**src/rtl/axis_pkg.sv**
```systemverilog
// Shared AXI-Stream helpers: counter sizing and lane-mask generation.
package axis_pkg;

  // Widest keep mask that axis_keep_lane can produce.
  localparam int AXIS_MAX_LANES = 64;

  // Width of a lane counter covering 0..ratio-1; never narrower than one bit.
  function automatic int axis_cnt_width(input int ratio);
    return (ratio <= 2) ? 1 : $clog2(ratio);
  endfunction

  // One-hot mask with only lane idx set.
  function automatic logic [AXIS_MAX_LANES-1:0] axis_keep_lane(input int idx);
    return AXIS_MAX_LANES'(1) << idx;
  endfunction

endpackage

```
**src/rtl/axis_width_upsizer_if.sv**
```systemverilog
// Bundle of the narrow input stream and the wide packed output stream.
// slave  : view of the upsizer itself (consumes s_axis_*, produces m_axis_*).
// master : view of the surrounding logic (feeds s_axis_*, sinks m_axis_*).
interface axis_width_upsizer_if #(
  parameter int S_DATA_WIDTH = 8,
  parameter int RATIO        = 4
);
  localparam int M_DATA_WIDTH = S_DATA_WIDTH * RATIO;

  logic [S_DATA_WIDTH-1:0] s_axis_tdata;
  logic                    s_axis_tvalid;
  logic                    s_axis_tlast;
  logic                    s_axis_tready;

  logic [M_DATA_WIDTH-1:0] m_axis_tdata;
  logic [RATIO-1:0]        m_axis_tkeep;
  logic                    m_axis_tvalid;
  logic                    m_axis_tlast;
  logic                    m_axis_tready;

  modport slave (
    input  s_axis_tdata, s_axis_tvalid, s_axis_tlast,
    output s_axis_tready,
    output m_axis_tdata, m_axis_tkeep, m_axis_tvalid, m_axis_tlast,
    input  m_axis_tready
  );

  modport master (
    output s_axis_tdata, s_axis_tvalid, s_axis_tlast,
    input  s_axis_tready,
    input  m_axis_tdata, m_axis_tkeep, m_axis_tvalid, m_axis_tlast,
    output m_axis_tready
  );

endinterface

```
**src/rtl/axis_width_upsizer.sv**
```systemverilog
// Packs RATIO narrow beats into one wide word, little-endian by lane, with
// tkeep marking filled lanes. tlast closes a word early; a partial word keeps
// zeros in its unwritten lanes. One accumulator stage feeds one output register.
module axis_width_upsizer
  import axis_pkg::*;
#(
  parameter int S_DATA_WIDTH = 8,
  parameter int RATIO        = 4
) (
  input  logic                 aclk,
  input  logic                 aresetn,
  axis_width_upsizer_if.slave  bus
);

  localparam int M_DATA_WIDTH = S_DATA_WIDTH * RATIO;
  localparam int CNT_W        = axis_cnt_width(RATIO);
  localparam logic [CNT_W-1:0] CNT_LAST = CNT_W'(RATIO - 1);

  // Stage p0: accumulator being filled lane by lane.
  logic [CNT_W-1:0]        cnt_p0;
  logic [M_DATA_WIDTH-1:0] acc_data_p0;
  logic [RATIO-1:0]        acc_keep_p0;

  // Stage p1: output register presented on m_axis_*.
  logic [M_DATA_WIDTH-1:0] data_p1;
  logic [RATIO-1:0]        keep_p1;
  logic                    last_p1;
  logic                    vld_p1;

  logic                      accept;
  logic                      complete;
  logic [M_DATA_WIDTH-1:0]   acc_data_nxt;
  logic [RATIO-1:0]          acc_keep_nxt;
  logic [AXIS_MAX_LANES-1:0] lane_mask;

  // Input is taken whenever the output register is empty or draining this cycle.
  assign bus.s_axis_tready = !vld_p1 || bus.m_axis_tready;
  assign accept            = bus.s_axis_tvalid && bus.s_axis_tready;
  assign complete          = accept && ((cnt_p0 == CNT_LAST) || bus.s_axis_tlast);

  // Merge the incoming beat into the current accumulator lane.
  always_comb begin
    acc_data_nxt = acc_data_p0;
    acc_keep_nxt = acc_keep_p0;
    lane_mask    = axis_keep_lane(int'(cnt_p0));
    acc_data_nxt[int'(cnt_p0)*S_DATA_WIDTH +: S_DATA_WIDTH] = bus.s_axis_tdata;
    acc_keep_nxt = acc_keep_p0 | lane_mask[RATIO-1:0];
  end

  // Accumulator and lane counter; cleared whenever a word is handed to p1.
  always_ff @(posedge aclk) begin
    if (!aresetn) begin
      cnt_p0      <= '0;
      acc_data_p0 <= '0;
      acc_keep_p0 <= '0;
    end else if (accept) begin
      if (complete) begin
        cnt_p0      <= '0;
        acc_data_p0 <= '0;
        acc_keep_p0 <= '0;
      end else begin
        cnt_p0      <= cnt_p0 + CNT_W'(1);
        acc_data_p0 <= acc_data_nxt;
        acc_keep_p0 <= acc_keep_nxt;
      end
    end
  end

  // Output register: loads on completion, holds while stalled, drops valid once drained.
  always_ff @(posedge aclk) begin
    if (!aresetn) begin
      data_p1 <= '0;
      keep_p1 <= '0;
      last_p1 <= 1'b0;
      vld_p1  <= 1'b0;
    end else if (complete) begin
      data_p1 <= acc_data_nxt;
      keep_p1 <= acc_keep_nxt;
      last_p1 <= bus.s_axis_tlast;
      vld_p1  <= 1'b1;
    end else if (bus.m_axis_tready) begin
      vld_p1  <= 1'b0;
    end
  end

  assign bus.m_axis_tdata  = data_p1;
  assign bus.m_axis_tkeep  = keep_p1;
  assign bus.m_axis_tlast  = last_p1;
  assign bus.m_axis_tvalid = vld_p1;

endmodule

```
**src/flat_wrapper.sv**
```systemverilog
// flat-port wrapper written by rule: the top's interface ports become plain ports
module axis_width_upsizer_flat import axis_pkg::*;
#(
  parameter int S_DATA_WIDTH = 8,
  parameter int RATIO        = 4
)
  (aclk, aresetn, bus_s_axis_tdata, bus_s_axis_tvalid, bus_s_axis_tlast, bus_s_axis_tready, bus_m_axis_tdata, bus_m_axis_tkeep, bus_m_axis_tvalid, bus_m_axis_tlast, bus_m_axis_tready);
  axis_width_upsizer_if #(.S_DATA_WIDTH(S_DATA_WIDTH), .RATIO(RATIO)) bus_i ();
  input  logic aclk;
  input  logic aresetn;
  input wire logic [$bits(bus_i.s_axis_tdata)-1:0] bus_s_axis_tdata;
  input wire logic [$bits(bus_i.s_axis_tvalid)-1:0] bus_s_axis_tvalid;
  input wire logic [$bits(bus_i.s_axis_tlast)-1:0] bus_s_axis_tlast;
  output wire logic [$bits(bus_i.s_axis_tready)-1:0] bus_s_axis_tready;
  output wire logic [$bits(bus_i.m_axis_tdata)-1:0] bus_m_axis_tdata;
  output wire logic [$bits(bus_i.m_axis_tkeep)-1:0] bus_m_axis_tkeep;
  output wire logic [$bits(bus_i.m_axis_tvalid)-1:0] bus_m_axis_tvalid;
  output wire logic [$bits(bus_i.m_axis_tlast)-1:0] bus_m_axis_tlast;
  input wire logic [$bits(bus_i.m_axis_tready)-1:0] bus_m_axis_tready;
  assign bus_i.s_axis_tdata = bus_s_axis_tdata;
  assign bus_i.s_axis_tvalid = bus_s_axis_tvalid;
  assign bus_i.s_axis_tlast = bus_s_axis_tlast;
  assign bus_s_axis_tready = bus_i.s_axis_tready;
  assign bus_m_axis_tdata = bus_i.m_axis_tdata;
  assign bus_m_axis_tkeep = bus_i.m_axis_tkeep;
  assign bus_m_axis_tvalid = bus_i.m_axis_tvalid;
  assign bus_m_axis_tlast = bus_i.m_axis_tlast;
  assign bus_i.m_axis_tready = bus_m_axis_tready;
  axis_width_upsizer #(.S_DATA_WIDTH(S_DATA_WIDTH), .RATIO(RATIO)) u_core (.aclk(aclk), .aresetn(aresetn), .bus(bus_i));
endmodule
```
**config.mk**
```make
export PLATFORM = sky130hd
export DESIGN_NAME = axis_width_upsizer_flat
export DESIGN_NICKNAME = d
export VERILOG_FILES = /design/src/rtl/axis_pkg.sv /design/src/rtl/axis_width_upsizer_if.sv /design/src/rtl/axis_width_upsizer.sv /design/src/flat_wrapper.sv
export SDC_FILE = /design/constraint.sdc
export NUM_CORES = 1
export LEC_CHECK = 0
export ABC_CLOCK_PERIOD_IN_PS = 2200
export BUFFER_PORTS_ARGS = -buffer_cell sky130_fd_sc_hd__buf_2
export CAP_MARGIN = 10
export CORE_MARGIN = 2
export CORE_UTILIZATION = 40
export DETAILED_ROUTE_END_ITERATION = 6
export GPL_TIMING_DRIVEN = 0
export MAX_ROUTING_LAYER = met4
export PLACE_DENSITY_LB_ADDON = 0.1
export SETUP_SLACK_MARGIN = 0.3
export SYNTH_ARGS = -nofsm -noshare
export SYNTH_HDL_FRONTEND = slang
export SYNTH_SLANG_ARGS = --single-unit
```
**constraint.sdc**
```tcl
create_clock -name aclk -period 2.2 [get_ports aclk]
set_input_delay 0.11 -clock aclk [delete_from_list [all_inputs] [get_ports aclk]]
set_output_delay 0.11 -clock aclk [all_outputs]
set_load 0.1 [all_outputs]
```
==> flow_results.org, run 1 <==
** Critical path
- Ordered list of cells on the worst path :: buf_8, clkinvlp_4, ha_4, buf_12, or3_4, a31oi_4, a32o_1
- Kind of start point of the critical path :: register
- Data arrives at the worst endpoint at around 2.2 ns.
- On the worst path, the slowest cell contributes a delay of about 0.38 ns.
- For the worst setup path, the data required time is between 2 and 3 ns.
- Along the worst path, the maximum fanout reaches 7.
- On the critical path, the stage with the largest delay is an instance of sky130_fd_sc_hd__dfxtp_4.
- Critical path start-end classification :: register to register
- STA classifies the critical path endpoint as a register.

** Detailed routing
- Post-detailed-route via-to-cell ratio :: about 5.6
- For this run, the detailed router's first-pass iteration total came to 4.
- Per-cell routed wire length :: ~18 µm
- The final route contains between 2000 and 3000 vias.
- The detail route stage leaves a number of antenna-violating nets equal to 0.
- For this block, the routed nets add up to roughly 8100 µm of wire.
- For this block, the initial DRC count from the detailed router was between 150 and 200.
- Number of design rule violations left after detail routing :: 0

** Pwr
- IR analysis of the VDD net gives a maximum drop of around 320 µV.
- Power after layout :: just under 3 mW
- For this design the ratio of total power to cell area is between 700 and 800 mW/mm².
- Leakage :: around 1.5 nW

** Synthesis
- Most frequent cell after synthesis :: sky130_fd_sc_hd__dfxtp_1
- Count of flip-flops with a built-in enable after synthesis :: 0
- The synthesized design contains 76 register bits.
- In this run, distinct cell masters in the synthesized netlist total 40.
- The share of the Yosys chip area taken by registers is 0.482.
- Total standard cell area after synthesis :: about 0.0032 mm²
- Area fraction of the dominant cell type after synthesis :: 0.482
- The average instance in the mapped netlist occupies between 10 and 15 µm².
- For this run, asynchronously set or reset flops after synthesis account for 0.
- Largest cells by area after synthesis :: sky130_fd_sc_hd__dfxtp_1, sky130_fd_sc_hd__o2bb2ai_1, sky130_fd_sc_hd__a32o_1
- Primary flip-flop cell chosen by synthesis mapping :: sky130_fd_sc_hd__dfxtp_1
- The cell count after synthesis came out at around 290.
- The number of nets handed over by synthesis was 310.
- Synth warnings :: 0
- The biggest area contributor in the post-synthesis netlist is sky130_fd_sc_hd__dfxtp_1.
- After synthesis, the most frequently instantiated cells are sky130_fd_sc_hd__dfxtp_1, sky130_fd_sc_hd__o2bb2ai_1, sky130_fd_sc_hd__nor2b_1.

** Layout
- Fin nets :: 380
- Diodes inserted :: 0
- The area growth from synthesis to layout is 26.4%.
- In the final layout, the multi-input gates occupy 0.00161 mm².
- Of the cells placed in the final design, the portion with a size suffix greater than 1 is 0.366.
- Sequential cell area :: ~0.0015 mm²
- After filler insertion, the fill cell instance count of the layout stands at between 700 and 800.
- Non-filler cells, final :: between 400 and 500
- Final Util :: 0.519

** Die
- The floorplan step set the die width to 92.8 µm.
- During I/O placement, the number of pins put on the boundary was 52.
- The die covers ~0.0086 mm².
- In this run the standard cell core region covers approximately 0.0077 mm².
- In this run the core area contains 32 standard-cell rows.
- Chip Height :: about 93 µm
- Starting density of the core :: 0.410

** GRT
- The first global-routing pass estimated 13000 µm of wire.
- The number of antenna violations at the first check in global routing came to 0.
- The number of global-route vias before repair came to roughly 2500.
- Aggregate global-route resource usage :: 0.201
- Entering global routing, the biggest net connects 13 pins.
- Global-route congestion overflow total :: 0

** Clock network
- Bufs on Longest Clock Path :: 2
- After clock tree synthesis, the flow added hold-fix buffers numbering 0.
- At the later pin of the worst-skew pair, clock insertion delay measures approximately 0.36 ns.
- TritonCTS built the clock tree.
- The tree is rooted in a sky130_fd_sc_hd__clkbuf_8.
- The clock drives 76 sinks.
- Buffers inserted during clock tree synthesis total 9.
- After clock tree synthesis, the clock-pin slew on the worst setup and hold paths is 0.08 ns.
- H-tree lvl count :: 3

** Timing
- For the finished layout, the period the worst path requires is ~1.8 ns.
- Based on the critical path, the design can be clocked at up to approximately 540 MHz.
- Final worst clock skew :: roughly 0.0044 ns
- Endpoints failing hold :: 0
- In this run the tightest slew margin relative to its limit is 0.670.
- At the pin with the least slew margin, the transition time is about 0.5 ns.
- Share of the clock period used by the worst path after layout :: 0.838
- The final-report max-slew violation count came to 0.
- Final setup violating endpoints :: 0
- Hold timing on the final database bottoms out at a slack of 0.0272 ns.
- Setup repair after global routing left no endpoint under its margin.

** Place
- The count of buffers added on input and output ports is slightly above 50.
- In this run, placement finished with an instance count of between 400 and 500.
- Placer congestion estimate :: ~0.79
- Half-perimeter wire length after detailed placement :: 5600 µm

** Status
- The flow ran to the end, and the final reports show no timing, DRC or antenna violations.

** Min path
- The worst hold path belongs to the class primary input to register.

** Job
- Across the run, the number of max-cap violations was 0.
routing by layer:
metal | vias to the layer above | global-route usage | routed length [µm]
met4 | 0 | 0.0919 | 199
met5 | - | - | 0
met1 | 1262 | 0.275 | 3970
li1 | 1270 | - | -
met3 | 13 | 0.0293 | 312
met2 | 57 | 0.296 | 3660
critical path: cells and delay by family, from the launching register on:
family / cells / cell delay (ns)
adder cells (fa/ha/maj): 1 / 0.19
flip-flops: 1 / 0.38
buffers and inverters: 3 / 0.35
AND/OR/NAND/NOR: 1 / 0.37
AO/OA/AOI/OAI: 2 / 0.50
flip-flops by register name, indices dropped and copies added (netlist names):
register	count
u_core.acc_data_p0	32
u_core.acc_keep_p0	4
u_core.bus.m_axis_tdata	32
u_core.bus.m_axis_tkeep	4
u_core.bus.m_axis_tlast	1
u_core.bus.m_axis_tvalid	1
u_core.cnt_p0	2
timing repair:
item / 4_1_cts / 5_1_grt
gates cloned: 0 / 0
gates resized for setup: 17 / 35
hold endpoints to repair: 0 / 0
pin swaps: 4 / 9
setup endpoints to repair: 64 / 58
buffers inserted: 4 / 4
cell usage in the layout, fill, tap and decap left out, drive strengths merged, types with 2 or more instances in the layout:
cell type / synthesis / layout
clkbuf: 5 / 15
a32oi: 5 / 5
o21a: 2 / 2
and2: 5 / 5
nor2: 8 / 8
nor2b: 20 / 20
or3: 2 / 2
a21oi: 11 / 11
dfxtp: 76 / 76
buf: 19 / 78
o211ai: 2 / 2
and4: 2 / 2
and3: 2 / 2
nor3b: 4 / 4
inv: 9 / 8
clkinvlp: 0 / 2
mux2i: 2 / 2
clkinv: 0 / 3
a31oi: 16 / 16
a32o: 21 / 21
and3b: 3 / 3
o2bb2ai: 46 / 46
ha: 8 / 8
nand4: 3 / 3
a22oi: 9 / 9
where the power goes:
group / internal (mW) / switching (mW)
clock network: 0.542 / 0.524
registers: 1.40 / 0.0120
logic: 0.128 / 0.283
stage by stage:
step                      worst slack [ns]  TNS [ns]  cell area (µm²)
after floorplan                      0.307         0             3160
final                                0.357         0             3990
after global placement              -0.165     -2.97             3540
after detailed placement            -0.179     -3.18             3540
after CTS                            0.309         0             3830
after global routing                 0.302         0             3990
path summary, 6_finish.rpt:
check                              start                           to  slack (ns)  cells past startpoint
min reg2reg  u_core.bus.m_axis_tdata[23]  u_core.bus.m_axis_tdata[23]        0.46                      1
max reg2reg             u_core.cnt_p0[0]        u_core.acc_data_p0[1]        0.36                      7
min                  bus_s_axis_tdata[5]        u_core.acc_data_p0[5]        0.03                      2
max                     u_core.cnt_p0[0]        u_core.acc_data_p0[1]        0.36                      7
area by class of cell:
class,instances,share of cell area
plain buffers,24,0.0439
clock buffers,10,0.0345
clock inverters,5,0.0132
inverters,9,0.00941
multi-input cells,180,0.404
flip-flops and latches,76,0.383
well taps,102,0.0320
repair buffers,59,0.0797
cell families (layout without fill, tap and decap cells):
logic type | count (synthesis) | after routing | share of synthesized area
AOI/OAI and AO/OA | 115 | 115 | 0.308
muxes | 2 | 2 | 0.00634
adders and majority gates | 8 | 8 | 0.0317
DFF | 76 | 76 | 0.482
and+or+nand+nor | 55 | 55 | 0.120
buffers and inverters | 33 | 107 | 0.0516
No activity file was read; power rests on OpenSTA's default activity.
==> inputs of run 2 (changes only) <==
Settings changed: ABC_AREA from default to 1, ABC_CLOCK_PERIOD_IN_PS 2200 to 1700.
Clock period 2.2 ns to 1.7 ns, I/O delays scaled along.
==> flow_results.org, run 2 <==
** Place
- Half-perimeter wire length after detailed placement :: 6250 µm (+11%)
- Port bufs :: 50 (-2.0%)
- The final RePlAce weighted congestion came to 0.837 (+5.3%).

** Die
- The vertical extent of the die was 95.7 µm (+3.1%).
- The total die area was 0.00915 mm² (+6.2%).
- The overall die width is 95.7 µm (+3.1%).
- The number of placement rows came to 33 (+3.1%).
- The boundary pin count is 52 (unchanged).
- The effective utilization at floorplan was 0.411 (+0.000599).
- The core outline area is 0.00818 mm² (+6.3%).

** Detailed routing
- Drt first-iter violations :: 142 (-18%)
- Post-detailed-route via-to-cell ratio :: 4.85 (-13%)
- Number of design rule violations left after detail routing :: 0 (unchanged)
- The final routed wirelength across all metal layers came to 9190 µm (+13%).
- Number of nets with antenna violations after routing :: 0 (unchanged)
- The routed wirelength normalized by instance count was 13.6 µm (-22%).
- The detailed-route via count is 3268 (+26%).
- Pre-antenna DRT Iters :: 4 (unchanged)

** Timing
- The final critical delay including setup and external delays is 1.59 ns (-0.256 ns).
- The number of setup violations in the final report came to 0 (unchanged).
- Number of pins with negative max-slew slack in the final report :: 0 (unchanged)
- Setup Total Neg Slack :: 0 ns (unchanged)
- Post-route worst hold slack :: 0.0267 ns (-0.000440 ns)
- Final worst clock skew :: 0.00926 ns (+0.00485 ns)
- Unrepaired setup endpoints after global routing :: yes
- The slew at the pin with the worst max-slew slack was 0.536 ns (+0.0445 ns).
- Worst rel slew slack :: 0.642 (-0.0272)
- The share of the clock period used by the worst path after layout was 0.934 (+0.0957).
- The hold violation total from the final report came to 0 (unchanged).
- The fmax is 630 MHz (+16%).

** Critical path
- The number of cells on the worst reg-to-reg path was 10 (+3).
- The slowest stage of the critical path belongs to the cell sky130_fd_sc_hd__dfxtp_4.
- Kind of start point of the critical path :: register
- The setup path with the least slack is of type register to register.
- The top fanout value on the critical path is 5 (-2).
- Ordered list of cells on the worst path :: buf_8, inv_8, ha_4, inv_6, nor2_4, buf_4, nand3_2, nand2_1, nand2_1, a21oi_1
- The most numerous cell type found on the critical path is sky130_fd_sc_hd__nand2_1.
- Required time at the worst-slack endpoint :: 2.00 ns (-0.50 ns)
- The worst setup path is captured at a register.
- The delay of the slowest cell on the worst path is 0.38 ns (about the same).
- Arr. time, crit path :: 1.88 ns (-0.27 ns)

** Synthesis
- Netlist cell types :: 22 (-45%)
- The number of enable flip-flop cells after synthesis was 0 (unchanged).
- The number of standard cells after synthesis was 481 (+66%).
- For this run, the leading register cell type out of synthesis is sky130_fd_sc_hd__dfxtp_1.
- The sequential area share after synthesis is 0.453 (-0.0294).
- Yosys attributes the largest share of cell area to sky130_fd_sc_hd__dfxtp_1, sky130_fd_sc_hd__nand2_1, sky130_fd_sc_hd__nand3_1.
- The top-area cell type share of the netlist area came to 0.453 (-0.0294).
- The number of nets produced by synthesis came to 502 (+62%).
- Avg Inst Size Synth :: 6.99 µm² (-36%)
- The post-synthesis register bit count was 76 (unchanged).
- Total standard cell area after synthesis :: 0.00336 mm² (+6.5%)
- Async S/R FF share, synth :: 0 (unchanged)
- Synth warnings :: 0 (unchanged)
- By count the netlist is led by sky130_fd_sc_hd__nand2_1, sky130_fd_sc_hd__dfxtp_1, sky130_fd_sc_hd__nand3_1.
- The synthesized design spends more area on one cell type than any other, namely sky130_fd_sc_hd__dfxtp_1.
- sky130_fd_sc_hd__nand2_1 is the most common cell in the netlist.

** GRT
- Met3 capacity usage during global routing :: 0.0435 (+0.0142)
- The met2 track utilization from global routing came to 0.319 (+0.0229).
- Most Used Layer, Global Route :: met2
- Aggregate global-route resource usage :: 0.210 (+0.00891)
- Met1 Track Usage GR :: 0.281 (+0.00608)
- The total congestion overflow is 0 (unchanged).
- Number of global-route vias before repair :: 2911 (+18%)
- Maximum number of pins on one net before global-route repair :: 14 (+1)
- First-pass GRT wire length :: 14200 µm (+8.8%)
- Initial antenna violation count :: 0 (unchanged)

** Clock network
- Number of buffers created by CTS :: 9 (unchanged)
- The H-tree depth reported by CTS was 3 (unchanged).
- Worst-path clk slew :: 0.08 ns (about the same)
- Bufs on Longest Clock Path :: 2 (unchanged)
- Library cell used as clock root buffer :: sky130_fd_sc_hd__clkbuf_8
- The number of clock sinks came to 76 (unchanged).
- TritonCTS built the clock tree.
- Clock latency on the worst-skew pair :: 0.36 ns (about the same)

** Min path
- The path class of the tightest hold or removal check is primary input to register.
- The cell count of the worst hold path is 4 (+2).

** Job
- Max-cap check violation count :: 0 (unchanged)

** Layout
- Fin nets :: 585 (+54%)
- The area used by multi-input combinational logic was 0.00192 mm² (+19%).
- Diodes inserted :: 0 (unchanged)
- Highest-count cells in the layout ignoring fill and taps :: sky130_fd_sc_hd__nand2_1, sky130_fd_sc_hd__dfxtp_1, sky130_fd_sc_hd__buf_2, sky130_fd_sc_hd__nand2_2
- Post-synthesis to final-layout area growth :: 37.2%
- Number of filler instances in the final layout :: 787 (+7.2%)
- The area used by sequential logic in the layout came to 0.00153 mm² (+0.33%).
- The share of layout cells above drive strength 1 came to 0.348 (-0.0184).
- Most common cell after layout, fill and taps aside :: sky130_fd_sc_hd__nand2_1

** Pwr
- The cell leakage power was 2.14 nW (+38%).
- The worst-case vdd ir drop came to 531 µV (+67%).
- Power share of the combinational group :: 0.157 (+0.014)
- The power share of the clock group came to 0.395 (+0.025).
- Register share of total power :: 0.448 (-0.040)
- Internal power contribution :: 2.92 mW (+41%)
- The power dissipated by switching net loads came to 1.14 mW (+40%).
- Proportion of total power due to net switching :: 0.282 (-0.00234)
- Power density over the cells :: 882 mW/mm² (+22%)

** Status
- The flow ran to the end, and the final reports show no timing, DRC or antenna violations.
## run 2: cell count changes in the layout (fill, tap and decap cells not counted), sizes merged, moves of 7 or more
cell,before,now
buf,78,90
o21ai,1,8
a31oi,16,0
nor2b,20,0
nand3,0,44
a22oi,9,0
inv,8,31
nand2,0,226
a21oi,11,40
a32o,21,0
o2bb2ai,46,0
nor2,8,16
## run 2: path summary, 6_finish.rpt
path                              start                  endpoint  slack, ns
hold / removal        bus_m_axis_tready  u_core.bus.m_axis_tvalid       0.03
setup / recovery       u_core.cnt_p0[0]    u_core.acc_data_p0[22]       0.11
setup reg to reg       u_core.cnt_p0[0]    u_core.acc_data_p0[22]       0.11
hold reg to reg   u_core.acc_keep_p0[3]     u_core.acc_keep_p0[3]       0.43
## run 2: layout make-up
class,count,area share
well taps,105,0.0285
multi-input cells,351,0.416
repair buffers,72,0.102
inverters,30,0.0309
plain buffers,24,0.0391
clock inverters,5,0.0179
clock buffers,11,0.0328
flip-flops and latches,76,0.333
## run 2: cell families after synthesis
kind of cell,synth area share
flops,0.453
simple gates,0.371
buf+inv,0.0726
compound gates,0.0737
fa+ha+maj,0.0298
## run 2: power by group through the flow
stage	clock network (mW)	logic [mW]	registers (mW)
2_1_floorplan	0	0.264	1.96
3_3_place_gp	0	0.486	1.86
3_5_place_dp	0	0.487	1.86
4_1_cts	1.63	0.547	1.82
5_1_grt	1.71	0.681	1.82
6_report	1.61	0.639	1.82
## run 2: critical path, delay by kind of cell (launching register included)
kind	cells	cell delay [ns]
compound gates	1	0.11
fa+ha+maj	1	0.32
buf+inv	4	0.36
flops	1	0.38
simple gates	4	0.35
## run 2: stage by stage
step	cell area (µm²)	total power, mW	setup WS (ns)	utilization	cells
6_report	4610	4.06	0.113	0.564	674
5_1_grt	4610	4.21	0.0357	0.564	674
4_1_cts	4270	4.00	0.171	0.522	659
3_5_place_dp	3840	2.35	0.0177	0.469	636
3_3_place_gp	3840	2.35	0.0353	0.469	636
2_1_floorplan	3450	2.23	0.194	-	481
## run 2: per-layer routing
layer	vias to the layer above	routed length (µm)
met5	-	0
met4	0	133
met3	14	449
met2	76	4250
met1	1493	4360
li1	1685	-
## run 2: timing repair
action                                 CTS  global route
gates cloned                             0             2
endpoints found under the hold margin    1             0
setup endpoints to repair               76            67
resized for setup                       46            60
buffers inserted                         6            13
hold buffers                             1             0
pin swaps                               26            47
